`src/rtl/stopwatch_pkg.sv`:
```
// Shared time type, run-state encoding and carry/borrow counting helpers
// for the stopwatch/lap-timer core.
package stopwatch_pkg;

  localparam int TICKS_PER_SEC = 100;
  localparam int SECS_PER_MIN  = 60;

  typedef struct packed {
    logic [6:0] ms_10;
    logic [5:0] secs;
    logic [5:0] mins;
  } sw_time_t;

  typedef struct packed {
    sw_time_t t;
    logic     wrap;
  } sw_step_t;

  typedef enum logic [1:0] {
    ST_STOP = 2'd0,
    ST_RUN  = 2'd1,
    ST_DONE = 2'd2
  } run_state_t;

  // wrap flags that t was already at the top of the range (max_m1:59:99).
  function automatic sw_step_t sw_inc(input sw_time_t t, input logic [5:0] max_m1);
    sw_step_t r;
    r.t    = t;
    r.wrap = 1'b0;
    if (t.ms_10 != 7'(TICKS_PER_SEC - 1)) begin
      r.t.ms_10 = t.ms_10 + 7'd1;
    end else begin
      r.t.ms_10 = '0;
      if (t.secs != 6'(SECS_PER_MIN - 1)) begin
        r.t.secs = t.secs + 6'd1;
      end else begin
        r.t.secs = '0;
        if (t.mins != max_m1) begin
          r.t.mins = t.mins + 6'd1;
        end else begin
          r.t.mins = '0;
          r.wrap   = 1'b1;
        end
      end
    end
    return r;
  endfunction

  // wrap flags that t was already 0:00:00.
  function automatic sw_step_t sw_dec(input sw_time_t t, input logic [5:0] max_m1);
    sw_step_t r;
    r.t    = t;
    r.wrap = 1'b0;
    if (t.ms_10 != 7'd0) begin
      r.t.ms_10 = t.ms_10 - 7'd1;
    end else begin
      r.t.ms_10 = 7'(TICKS_PER_SEC - 1);
      if (t.secs != 6'd0) begin
        r.t.secs = t.secs - 6'd1;
      end else begin
        r.t.secs = 6'(SECS_PER_MIN - 1);
        if (t.mins != 6'd0) begin
          r.t.mins = t.mins - 6'd1;
        end else begin
          r.t.mins = max_m1;
          r.wrap   = 1'b1;
        end
      end
    end
    return r;
  endfunction

endpackage

```
`src/rtl/stopwatch_lap_timer_if.sv`:
```
// Button/mode inputs and display/status outputs of the stopwatch core.
interface stopwatch_lap_timer_if #(
  parameter int LAP_DEPTH = 4
);
  localparam int CNT_W = $clog2(LAP_DEPTH + 1);

  logic             start_stop;
  logic             lap;
  logic             clear;
  logic             count_down;
  logic [5:0]       preset_mins;
  logic [6:0]       ms_10;
  logic [5:0]       secs;
  logic [5:0]       mins;
  logic             running;
  logic             done;
  logic             showing_lap;
  logic [CNT_W-1:0] lap_count;

  modport master (
    output start_stop, lap, clear, count_down, preset_mins,
    input  ms_10, secs, mins, running, done, showing_lap, lap_count
  );

  modport slave (
    input  start_stop, lap, clear, count_down, preset_mins,
    output ms_10, secs, mins, running, done, showing_lap, lap_count
  );
endinterface

```
`src/rtl/stopwatch_tick_gen.sv`:
```
// Hundredth-of-a-second prescaler; holds its count while disabled so a
// resumed run finishes the partial period.
module stopwatch_tick_gen #(
  parameter int CLK_HZ = 50_000_000
) (
  input  logic clk,
  input  logic reset_n,
  input  logic i_en,
  input  logic i_clr,
  output logic o_tick
);
  localparam int DIV = CLK_HZ / 100;
  localparam int CW  = (DIV > 1) ? $clog2(DIV) : 1;

  logic [CW-1:0] r_cnt;
  logic          w_term;

  assign w_term = (r_cnt == CW'(DIV - 1));
  assign o_tick = i_en & w_term;

  always_ff @(posedge clk or negedge reset_n) begin
    if (!reset_n) begin
      r_cnt <= '0;
    end else if (i_clr) begin
      r_cnt <= '0;
    end else if (i_en) begin
      r_cnt <= w_term ? '0 : r_cnt + CW'(1);
    end
  end
endmodule

```
`src/rtl/stopwatch_lap_timer.sv`:
```
// Up/down stopwatch with circular lap buffer and lap recall; display and
// status outputs are registered from next-state values.
module stopwatch_lap_timer
  import stopwatch_pkg::*;
#(
  parameter int CLK_HZ    = 50_000_000,
  parameter int MAX_MINS  = 60,
  parameter int LAP_DEPTH = 4
) (
  input  logic                 clk,
  input  logic                 reset_n,
  stopwatch_lap_timer_if.slave sw
);
  localparam int         CNT_W  = $clog2(LAP_DEPTH + 1);
  localparam int         PTR_W  = $clog2(LAP_DEPTH);
  localparam logic [5:0] MAX_M1 = 6'(MAX_MINS - 1);

  // {clear, start_stop, lap}: _p0 is the synchronised sample, _p1 the one before
  logic [2:0]       r_btn_p0, r_btn_p1;
  logic             w_ev_clr, w_ev_ss, w_ev_lap;

  run_state_t       r_state, w_state_nx;
  sw_time_t         r_time, w_time_nx;
  logic             r_down, w_down_nx;
  logic [CNT_W-1:0] r_lap_cnt, w_lap_cnt_nx;
  logic [CNT_W-1:0] r_view, w_view_nx;
  logic [PTR_W-1:0] r_wr_ptr;
  logic [PTR_W-1:0] w_rd_idx;
  logic             w_lap_we;
  sw_time_t         r_laps [LAP_DEPTH];
  sw_time_t         r_disp, w_disp_nx;
  logic             r_show, r_running, r_done;
  logic             w_tick;
  logic [5:0]       w_preset;
  sw_step_t         w_inc, w_dec;

  always_ff @(posedge clk or negedge reset_n) begin
    if (!reset_n) begin
      r_btn_p0 <= '0;
      r_btn_p1 <= '0;
    end else begin
      r_btn_p0 <= {sw.clear, sw.start_stop, sw.lap};
      r_btn_p1 <= r_btn_p0;
    end
  end

  // Only the highest-priority event of a cycle acts
  assign w_ev_clr = r_btn_p0[2] & ~r_btn_p1[2];
  assign w_ev_ss  = r_btn_p0[1] & ~r_btn_p1[1] & ~w_ev_clr;
  assign w_ev_lap = r_btn_p0[0] & ~r_btn_p1[0] & ~w_ev_clr & ~w_ev_ss;

  stopwatch_tick_gen #(
    .CLK_HZ (CLK_HZ)
  ) u_tick (
    .clk     (clk),
    .reset_n (reset_n),
    .i_en    (r_state == ST_RUN),
    .i_clr   (w_ev_clr),
    .o_tick  (w_tick)
  );

  assign w_preset = (sw.preset_mins > MAX_M1) ? MAX_M1 : sw.preset_mins;
  assign w_inc    = sw_inc(r_time, MAX_M1);
  assign w_dec    = sw_dec(r_time, MAX_M1);

  always_comb begin
    w_state_nx   = r_state;
    w_time_nx    = r_time;
    w_down_nx    = r_down;
    w_lap_cnt_nx = r_lap_cnt;
    w_view_nx    = r_view;
    w_lap_we     = 1'b0;
    if (w_ev_clr) begin
      w_state_nx   = ST_STOP;
      w_down_nx    = sw.count_down;
      w_lap_cnt_nx = '0;
      w_view_nx    = '0;
      w_time_nx    = '0;
      if (sw.count_down) w_time_nx.mins = w_preset;
    end else begin
      if (w_ev_ss) begin
        w_view_nx = '0;
        case (r_state)
          ST_STOP: w_state_nx = ST_RUN;
          ST_RUN:  w_state_nx = ST_STOP;
          default: w_state_nx = r_state;
        endcase
      end else if (w_ev_lap) begin
        if (r_state == ST_RUN) begin
          w_lap_we = 1'b1;
          if (r_lap_cnt != CNT_W'(LAP_DEPTH)) w_lap_cnt_nx = r_lap_cnt + CNT_W'(1);
        end else if (r_lap_cnt != '0) begin
          w_view_nx = (r_view == r_lap_cnt) ? '0 : r_view + CNT_W'(1);
        end
      end
      // The end of the range stops the count instead of wrapping
      if (w_tick) begin
        if (!r_down) begin
          if (w_inc.wrap) w_state_nx = ST_DONE;
          else            w_time_nx  = w_inc.t;
        end else begin
          if (w_dec.wrap) begin
            w_state_nx = ST_DONE;
          end else begin
            w_time_nx = w_dec.t;
            if (w_dec.t == '0) w_state_nx = ST_DONE;
          end
        end
      end
    end
  end

  // View k (1..lap_count) is the k-th newest entry, just behind the write pointer
  assign w_rd_idx  = r_wr_ptr - PTR_W'(w_view_nx);
  assign w_disp_nx = (w_view_nx != '0) ? r_laps[w_rd_idx] : w_time_nx;

  always_ff @(posedge clk or negedge reset_n) begin
    if (!reset_n) begin
      r_state   <= ST_STOP;
      r_time    <= '0;
      r_down    <= 1'b0;
      r_lap_cnt <= '0;
      r_view    <= '0;
      r_wr_ptr  <= '0;
      r_disp    <= '0;
      r_show    <= 1'b0;
      r_running <= 1'b0;
      r_done    <= 1'b0;
    end else begin
      r_state   <= w_state_nx;
      r_time    <= w_time_nx;
      r_down    <= w_down_nx;
      r_lap_cnt <= w_lap_cnt_nx;
      r_view    <= w_view_nx;
      r_disp    <= w_disp_nx;
      r_show    <= (w_view_nx != '0);
      r_running <= (w_state_nx == ST_RUN);
      r_done    <= (w_state_nx == ST_DONE);
      if (w_ev_clr)      r_wr_ptr <= '0;
      else if (w_lap_we) r_wr_ptr <= r_wr_ptr + PTR_W'(1);
    end
  end

  always_ff @(posedge clk) begin
    if (w_lap_we) r_laps[r_wr_ptr] <= r_time;
  end

  assign sw.ms_10       = r_disp.ms_10;
  assign sw.secs        = r_disp.secs;
  assign sw.mins        = r_disp.mins;
  assign sw.running     = r_running;
  assign sw.done        = r_done;
  assign sw.showing_lap = r_show;
  assign sw.lap_count   = r_lap_cnt;
endmodule

```
`src/flat_wrapper.sv`:
```
// flat-port wrapper written by rule: the top's interface ports become plain ports
module stopwatch_lap_timer_flat import stopwatch_pkg::*;
#(
  parameter int CLK_HZ    = 50_000_000,
  parameter int MAX_MINS  = 60,
  parameter int LAP_DEPTH = 4
)
  (clk, reset_n, sw_start_stop, sw_lap, sw_clear, sw_count_down, sw_preset_mins, sw_ms_10, sw_secs, sw_mins, sw_running, sw_done, sw_showing_lap, sw_lap_count);
  stopwatch_lap_timer_if #(.LAP_DEPTH(LAP_DEPTH)) sw_i ();
  input  logic clk;
  input  logic reset_n;
  input wire logic [$bits(sw_i.start_stop)-1:0] sw_start_stop;
  input wire logic [$bits(sw_i.lap)-1:0] sw_lap;
  input wire logic [$bits(sw_i.clear)-1:0] sw_clear;
  input wire logic [$bits(sw_i.count_down)-1:0] sw_count_down;
  input wire logic [$bits(sw_i.preset_mins)-1:0] sw_preset_mins;
  output wire logic [$bits(sw_i.ms_10)-1:0] sw_ms_10;
  output wire logic [$bits(sw_i.secs)-1:0] sw_secs;
  output wire logic [$bits(sw_i.mins)-1:0] sw_mins;
  output wire logic [$bits(sw_i.running)-1:0] sw_running;
  output wire logic [$bits(sw_i.done)-1:0] sw_done;
  output wire logic [$bits(sw_i.showing_lap)-1:0] sw_showing_lap;
  output wire logic [$bits(sw_i.lap_count)-1:0] sw_lap_count;
  assign sw_i.start_stop = sw_start_stop;
  assign sw_i.lap = sw_lap;
  assign sw_i.clear = sw_clear;
  assign sw_i.count_down = sw_count_down;
  assign sw_i.preset_mins = sw_preset_mins;
  assign sw_ms_10 = sw_i.ms_10;
  assign sw_secs = sw_i.secs;
  assign sw_mins = sw_i.mins;
  assign sw_running = sw_i.running;
  assign sw_done = sw_i.done;
  assign sw_showing_lap = sw_i.showing_lap;
  assign sw_lap_count = sw_i.lap_count;
  stopwatch_lap_timer #(.CLK_HZ(CLK_HZ), .MAX_MINS(MAX_MINS), .LAP_DEPTH(LAP_DEPTH)) u_core (.clk(clk), .reset_n(reset_n), .sw(sw_i));
endmodule
```
`config.mk`:
```
export PLATFORM = sky130hd
export DESIGN_NAME = stopwatch_lap_timer_flat
export DESIGN_NICKNAME = d
export VERILOG_FILES = /design/src/rtl/stopwatch_pkg.sv /design/src/rtl/stopwatch_lap_timer_if.sv /design/src/rtl/stopwatch_tick_gen.sv /design/src/rtl/stopwatch_lap_timer.sv /design/src/flat_wrapper.sv
export SDC_FILE = /design/constraint.sdc
export NUM_CORES = 1
export LEC_CHECK = 0
export CELL_PAD_IN_SITES_DETAIL_PLACEMENT = 0
export CELL_PAD_IN_SITES_GLOBAL_PLACEMENT = 1
export CORE_MARGIN = 2
export CORE_UTILIZATION = 46
export CTS_BUF_LIST = sky130_fd_sc_hd__clkbuf_8
export CTS_CLUSTER_DIAMETER = 40
export DETAILED_ROUTE_END_ITERATION = 6
export PLACE_DENSITY_LB_ADDON = 0.1
export SYNTH_ARGS = -nofsm -noshare
export SYNTH_HDL_FRONTEND = slang
export SYNTH_SLANG_ARGS = --single-unit
```
`constraint.sdc`:
```
create_clock -name clk -period 3.2 [get_ports clk]
set_input_delay 0.32 -clock clk [delete_from_list [all_inputs] [get_ports clk]]
set_output_delay 0.32 -clock clk [all_outputs]
set_load 0.02 [all_outputs]
```
---- After elaboration in Yosys (flattened, before gate mapping) ----
Memory sizes are Yosys's and may differ from the RTL's.
Index checks and enable logic that the tools add are counted.
storage, ports and cells
  memories ................................ 1
  register bits after elaboration ......... 77
  RAM bits ................................ 76
  output and inout bits ................... 25
  input bits .............................. 12
memories
  memory         words  bits a word  rd ports  clocked after Yosys merged registers in  wr ports  line                       source
  u_core.r_laps  4      19           1         0                                        1         stopwatch_lap_timer.sv:30  sw_time_t r_laps [LAP_DEPTH];
cells by class
  order comparisons ....................... 1
  reduce and logical (&&, ||, !) cells .... 12
  bitwise operators ....................... 12
  equality and inequality tests ........... 10
  mux-type cells .......................... 50
  add/sub/neg operators ................... 11
operators with widths
  cell                                                                count
  19-bit 2-to-1 mux                                                   9
  6-bit 2-to-1 mux                                                    6
  3-bit 2-to-1 mux                                                    11
  7-bit 2-to-1 mux                                                    4
  13-bit 2-to-1 mux                                                   2
  19-bit by 1-bit adder with 19-bit output, second input constant     1
  19-bit == test, second input constant                               1
  19-bit zero test                                                    1
  2-bit 2-to-1 mux                                                    9
  6-bit by 1-bit adder with 6-bit output, second input constant       2
  6-bit inequality test, second input constant                        2
  6-bit nonzero test                                                  2
  6-bit by 1-bit subtractor with 6-bit output, second input constant  2
  1-bit 2-to-1 mux                                                    8
  2-bit nonzero test                                                  4
  7-bit by 1-bit adder with 7-bit output, second input constant       1
  1-bit bitwise AND                                                   7
  7-bit inequality test, second input constant                        1
  7-bit nonzero test                                                  1
  7-bit by 1-bit subtractor with 7-bit output, second input constant  1
  3-bit by 1-bit adder with 3-bit output, second input constant       2
  6-bit greater-than comparator, second input constant                1
  3-bit nonzero test                                                  2
  1-bit inverter                                                      5
  other kinds (10)                                                    11

---- Logic depth before layout (Yosys ltp) ----
Gate-level depths: netlist of run 1.
An unclocked memory read counts as a cell.
  word-level depth ........................ 12
  depth in mapped cells ................... 11
  mapped depth without buffers ............ 10

---- Cells and area by module ----
Synthesis of run 1 repeated with hierarchy kept, for this count alone.
unflattened totals
  cell total of the unflattened synthesis .. 661
  area, all modules ....................... 7,825.0 um^2
modules (own cells, without submodules)
  module               cells each  sequential area each (um^2)  area an instance (um^2)  times used
  stopwatch_lap_timer  546         3,733.6                      6,760.2                  1
  stopwatch_tick_gen   115         475.5                        1,064.8                  1

---- Worst setup path before layout of run 1 ----
Ideal clock, no wire load.
  kind .................................... register -> register
  start ................................... reg u_core.r_lap_cnt[0], in the netlist u_core.sw.lap_count[0]
  end ..................................... reg u_core.r_disp (netlist bit u_core.sw.secs[2])
  cell stages (with the launch flop) ...... 11
  required time ........................... 3,075 ps
  path buffers ............................ 2
  library setup time ...................... 125 ps
  arrival ................................. 3,533 ps
  path slack .............................. -458 ps
  cell sequence ........................... dfrtp_1 inv_1 ha_1 a211o_1 or3_1 a21oi_1 ha_1 buf_1 clkbuf_1 mux4_1 mux2_2
RTL lines
  what                      line                        source
  start: declaration        stopwatch_lap_timer.sv:25   logic [CNT_W-1:0] r_lap_cnt, w_lap_cnt_nx;
  start signal: assignment  stopwatch_lap_timer.sv:133  r_lap_cnt <= w_lap_cnt_nx;
  end signal: assignment    stopwatch_lap_timer.sv:135  r_disp <= w_disp_nx;
  end: declaration          stopwatch_lap_timer.sv:31   sw_time_t r_disp, w_disp_nx;

==> results.json, run 1 <==
{
  "outcome": "completed",
  "via_per_inst": 5.85,
  "ys_top_cells_by_area": "edfxtp_1 30%, dfrtp_1 25%, mux4_1 4.1%",
  "min_period_ps": 3010,
  "hold_violations": 0,
  "fin_crit_sh_pct": 94.0,
  "die_w_um": 133,
  "powerDensity_nw_per_um2": 458,
  "yosys.area.top_type_share_pct": 29.9,
  "tightest_slew_ps": 1020,
  "grt_remaining_overflow": 0,
  "yosys_warnings": 0,
  "leakagePower_uw": 0.00354,
  "final-seq-area_um2": 4210,
  "wl_per_cell_um": 20.5,
  "grt_pass1_vias": 5418,
  "placed_area_um2": 8440,
  "synthTopCellsByCount": "77 x dfrtp_1, 76 x edfxtp_1, 44 x nor2_1",
  "routed_wl_um": 19300,
  "maxSlewHeadroom_pct": 32.1,
  "cts.sinks": 153,
  "setup_violations": 0,
  "clock_path_buffers": 2,
  "path_max_fanout": 10,
  "synth-edff-count": 76,
  "first_iter_violations": 371,
  "hold_class": "in2async",
  "syn_inst": 644,
  "grtUsageMet1_pct": 33.3,
  "drc_errors": 0,
  "syn_area_per_cell_um2": 11.9,
  "drv_slew": 0,
  "clkLatencyLatePin_ps": 470,
  "drtPass1Iterations": 5,
  "critPathArrivalTime_ps": 3360,
  "start_kind": "register",
  "use_met2_pct": 34.3,
  "synth_top_area_cell": "edfxtp_1",
  "finalClockSkew_ps": 15.4,
  "cts_tree": "yes",
  "rrSetupSlack_ps": 190,
  "area_growth_pct": 16.4,
  "synthArstFlopShare_pct": 50.3,
  "top_usage_layer": "met2",
  "fmaxAchievable_mhz": 333,
  "rsz0062_at_grt": "no",
  "required_ps": 3550,
  "die_height_um": 133,
  "fp-row-count": 47,
  "stdcell_area_um2": 8880,
  "ctsHoldBuffers": 0,
  "antenna_left": 0,
  "gp_congestion": 0.919,
  "hpwl_um": 12800,
  "grt_max_degree": 78,
  "grt_pass1_wl_um": 30500,
  "vias": 5506,
  "clk_pin_slew_ps": 80,
  "drive_gt1_share_pct": 15.2,
  "n_fill_cell": 1400,
  "drv_cap": 0,
  "ys_seq_area_share_pct": 55.1,
  "antenna_cells": 0,
  "num-nets-final": 740,
  "power.total_uw": 4060,
  "setup_tns_ps": 0,
  "grt.met3_usage_pct": 4.41,
  "port_buffers": 36,
  "path_class": "reg2reg",
  "start_util_pct": 46.5,
  "synth-seq-cells": 153,
  "cp-end-kind": "register",
  "htreeDepth": 4,
  "gr-usage-all-layers_pct": 22.8,
  "yosysUniqueCellTypes": 73,
  "fp.coreArea_um2": 16400,
  "io_pins": 37,
  "die_area_um2": 17600,
  "numCtsBuffers": 17,
  "clock-root-buffer": "clkbuf_8",
  "syn-num-nets": 675,
  "multi_input_area_um2": 3210,
  "yosysMostFrequentCell": "dfrtp_1",
  "synth.cell_area_um2": 7630,
  "antenna_found_initial": 0,
  "peakVddDrop_mv": 0.281,
  "synth_ff_type": "dfrtp_1"
}
-- where the power goes --
| group | internal (µW) | switching (µW) | total, µW |
|---|---|---|---|
| clock | 756 | 720 | 1480 |
| combinational | 180 | 246 | 426 |
| sequential | 2100 | 57.9 | 2160 |
| total | 3040 | 1020 | 4060 |
-- flip-flops by register name, summed over array words and instances, names as in the netlist, 6 cells and up --
name and flops:
u_core.r_time 19, u_core.r_laps 76, u_core.sw.secs 6, u_core.u_tick.r_cnt 19, u_core.sw.ms_10 7, u_core.sw.mins 6
-- layout by cell type, fill, tap and decap left out, types with 5 or more instances in the layout --
cell type / n
xnor2_1: 7
nor2_1: 44
nor3_1: 21
nand4_1: 13
buf_4: 39
mux2_2: 18
clkbuf_8: 17
a21oi_1: 37
mux4_2: 7
xor2_1: 13
a31oi_1: 6
nor4_1: 6
dfrtp_1: 76
ha_1: 19
nand2_1: 40
o21ai_0: 41
o31ai_1: 5
mux4_1: 12
clkdlybuf4s50_1: 35
nand2b_1: 11
edfxtp_1: 76
o22ai_1: 5
nor2b_1: 7
or3_1: 7
and3_1: 5
o211ai_1: 6
inv_1: 22
and2_1: 13
nand3_1: 28
-- area by class of cell --
class	count	share of cell area, %
multi-input cells	438	36.2
flip-flops and latches	153	47.4
well taps	220	3.10
inverters	22	0.930
repair buffers	77	7.97
clock buffers	17	2.63
clock inverters	15	1.79
-- critical path: stages, from the launching register on --
cell and delay [ps]:
dfrtp_2 400, inv_1 70, ha_1 220, a211o_1 270
or3_1 320, a21oi_2 190, ha_1 180, xnor2_1 170
xnor2_2 150, buf_4 190, buf_12 160, mux4_2 300
mux2_2 270
-- kinds of logic (layout without fill, tap and decap cells) --
group	count (synthesis)	count (layout)	synth area share, %
and+or+nand+nor	219	219	15.6
DFF	153	153	55.1
AOI/OAI and AO/OA	141	141	11.9
buffers and inverters	53	131	2.82
muxes	38	38	8.98
xor gates and xnor gates	21	21	2.51
adders and majority gates	19	19	3.11
-- repair_timing --
item | in CTS | in global routing
hold endpoints to repair | 0 | 0
endpoints found under the setup margin | 0 | 18
setup buffers | 0 | 3
resized for setup | 0 | 1
-- final timing paths --
kind / start / end / depth (start not counted)
worst max-delay path: u_core.sw.lap_count[0] / u_core.sw.mins[5] / 12
worst min-delay path: reset_n / u_core.r_wr_ptr[1] / 1
worst max register to register: u_core.sw.lap_count[0] / u_core.sw.mins[5] / 12
worst min register to register: u_core.r_btn_p0[0] / u_core.r_btn_p1[0] / 0
max in group asynchronous: reset_n / u_core.sw.lap_count[0] / 1
min in group clk: sw_clear / u_core.r_btn_p0[2] / 1
-- through the flow --
stage                     hold slack [ps]  instances  utilization [%]  setup WS [ps]
after floorplan                      24.4        644                -           33.0
after global placement                370        906             51.4            249
after detailed placement              375        906             51.4            132
after CTS                            55.0        938             53.8            104
after global routing                 93.5        942             54.1           11.0
final                                31.2        942             54.1            193
-- metal layers --
metal	routed length, µm	vias up
met5	0	-
met2	8960	152
met4	345	0
met1	9190	2760
li1	-	2569
met3	805	25
(Power assumes the default switching activity.)
==> run 2, diff against run 1 <==
--- a/config.mk
+++ b/config.mk
@@ -5,12 +5,14 @@
 export SDC_FILE = /design/constraint.sdc
 export NUM_CORES = 1
 export LEC_CHECK = 0
+export CAP_MARGIN = 20
 export CELL_PAD_IN_SITES_DETAIL_PLACEMENT = 0
 export CELL_PAD_IN_SITES_GLOBAL_PLACEMENT = 1
 export CORE_MARGIN = 2
 export CORE_UTILIZATION = 46
 export CTS_BUF_LIST = sky130_fd_sc_hd__clkbuf_8
 export CTS_CLUSTER_DIAMETER = 40
+export CTS_CLUSTER_SIZE = 16
 export DETAILED_ROUTE_END_ITERATION = 6
 export PLACE_DENSITY_LB_ADDON = 0.1
 export SYNTH_ARGS = -nofsm -noshare
==> results.json, run 2 (synthesis gave the netlist of run 1 again) <==
{
  "outcome": "completed",
  "setup_violations": 0,
  "clkLatencyLatePin_ps": 470,
  "die_area_um2": 17600,
  "die_height_um": 133,
  "vias": 5535,
  "required_ps": 3550,
  "first_iter_violations": 399,
  "path_max_fanout": 10,
  "largest-register": "u_core.r_laps",
  "largest_reg_flops": 76,
  "routed_wl_um": 19300,
  "clock-root-buffer": "clkbuf_8",
  "antenna_cells": 0,
  "maxSlewHeadroom_pct": 52.2,
  "crit_slowest_cell": "dfrtp_1",
  "clk_pin_slew_ps": 80,
  "fp.coreArea_um2": 16400,
  "hold_class": "in2reg",
  "drv_cap": 0,
  "antenna_found_initial": 0,
  "antenna_left": 0,
  "via_per_inst": 5.86,
  "fin_crit_sh_pct": 93.9,
  "start_kind": "register",
  "powerDensity_nw_per_um2": 456,
  "fmaxAchievable_mhz": 333,
  "leakagePower_uw": 0.00355,
  "min_period_ps": 3010,
  "numCtsBuffers": 17,
  "biggestRegsByFlops": "u_core.r_laps: 76 flops, u_core.r_time: 19 flops, u_core.u_tick.r_cnt: 19 flops",
  "cp-end-kind": "register",
  "clock_path_buffers": 2,
  "htreeDepth": 4,
  "grt_remaining_overflow": 0,
  "area_growth_pct": 16.8,
  "path_class": "reg2reg",
  "gp_congestion": 0.919,
  "hold_violations": 0,
  "n_fill_cell": 1395,
  "hpwl_um": 12800,
  "peakVddDrop_mv": 0.282,
  "rsz0062_at_grt": "no",
  "critPathMaxStageDelay_ps": 430,
  "cpMostUsedCell": "buf_4",
  "critPathArrivalTime_ps": 3350,
  "drtPass1Iterations": 5,
  "cp_top_family": "multiplexers",
  "rrSetupSlack_ps": 190,
  "grt_max_degree": 78,
  "drv_slew": 0,
  "start_util_pct": 46.5,
  "setup_tns_ps": 0,
  "grt_pass1_wl_um": 30500,
  "drc_errors": 0,
  "tightest_slew_ps": 711,
  "cts.sinks": 153,
  "wl_per_cell_um": 20.5,
  "grt_pass1_vias": 5418,
  "io_pins": 37,
  "path_cells": "buf_4 -> xor2_1 -> nor3_1 -> or3_1 -> a21oi_2 -> ha_1 -> xnor2_1 -> xnor2_2 -> buf_4 -> buf_12 -> mux4_2 -> mux2_2",
  "final_cell_mix": "76 x dfrtp_1, 76 x edfxtp_1, 44 x nor2_1",
  "fin_cells": 944,
  "place_inst": 906,
  "fp-row-count": 47,
  "gr-usage-all-layers_pct": 22.8,
  "port_buffers": 36,
  "drive_gt1_share_pct": 15.3,
  "finalClockSkew_ps": 15.2,
  "path_buf_inv": 3,
  "die_w_um": 133,
  "cts_tree": "yes",
  "num-nets-final": 742
}
==> run 2: power by group <==
group          internal [µW]  switching [µW]
clock network            756             720
logic                    184             247
registers               2100            57.5
==> run 2: layout make-up <==
cell class / instances / area, µm² / share of cell area (%)
well taps: 220 / 275 / 3.09
flip-flops and latches: 153 / 4210 / 47.2
repair buffers: 79 / 746 / 8.36
inverters: 22 / 82.6 / 0.926
clock inverters: 15 / 159 / 1.78
multi-input cells: 438 / 3210 / 36.0
clock buffers: 17 / 234 / 2.62
==> run 2: metal layers <==
layer	GRT usage (%)	share of wire, %	vias to the layer above
met1	33.3	47	2757
met5	0	0	-
met2	34.3	46	178
li1	-	-	2567
met4	8.12	2.2	0
met3	4.41	4.6	33
==> run 2: what timing repair did <==
item	4_1_cts	5_1_grt
buffers inserted	0	3
hold endpoints to repair	0	27
hold buffers	0	1
resized for setup	0	1
setup endpoints to repair	0	18
==> run 2: per-stage QoR <==
stage	total power (µW)	util [%]	hold slack (ps)	area (µm²)	setup WS (ps)
finish	4070	54.4	296	8920	195
floorplan	2440	-	24.4	7640	33.0
global placement	2620	51.4	370	8440	249
CTS	4100	53.8	55.0	8830	104
detailed placement	2620	51.4	375	8440	132
global route	4250	54.4	271	8920	11.0
==> run 2: path summary, 6_finish.rpt <==
check / from / endpoint / cells after the start
hold reg to reg: u_core.r_btn_p0[0] / u_core.r_btn_p1[0] / 0
hold / removal: sw_clear / u_core.r_btn_p0[2] / 1
setup / recovery: u_core.sw.lap_count[1] / u_core.sw.mins[5] / 12
max in group asynchronous: reset_n / u_core.r_time[12] / 3
setup reg to reg: u_core.sw.lap_count[1] / u_core.sw.mins[5] / 12
min in group asynchronous: reset_n / u_core.r_view[2] / 2
==> run 3, diff against run 2 <==
--- a/config.mk
+++ b/config.mk
@@ -11,7 +11,6 @@
 export CORE_MARGIN = 2
 export CORE_UTILIZATION = 46
 export CTS_BUF_LIST = sky130_fd_sc_hd__clkbuf_8
-export CTS_CLUSTER_DIAMETER = 40
 export CTS_CLUSTER_SIZE = 16
 export DETAILED_ROUTE_END_ITERATION = 6
 export PLACE_DENSITY_LB_ADDON = 0.1
==> results of run 3 <==
Same layout as run 2: the final DEF is identical, and so are final timing and power.
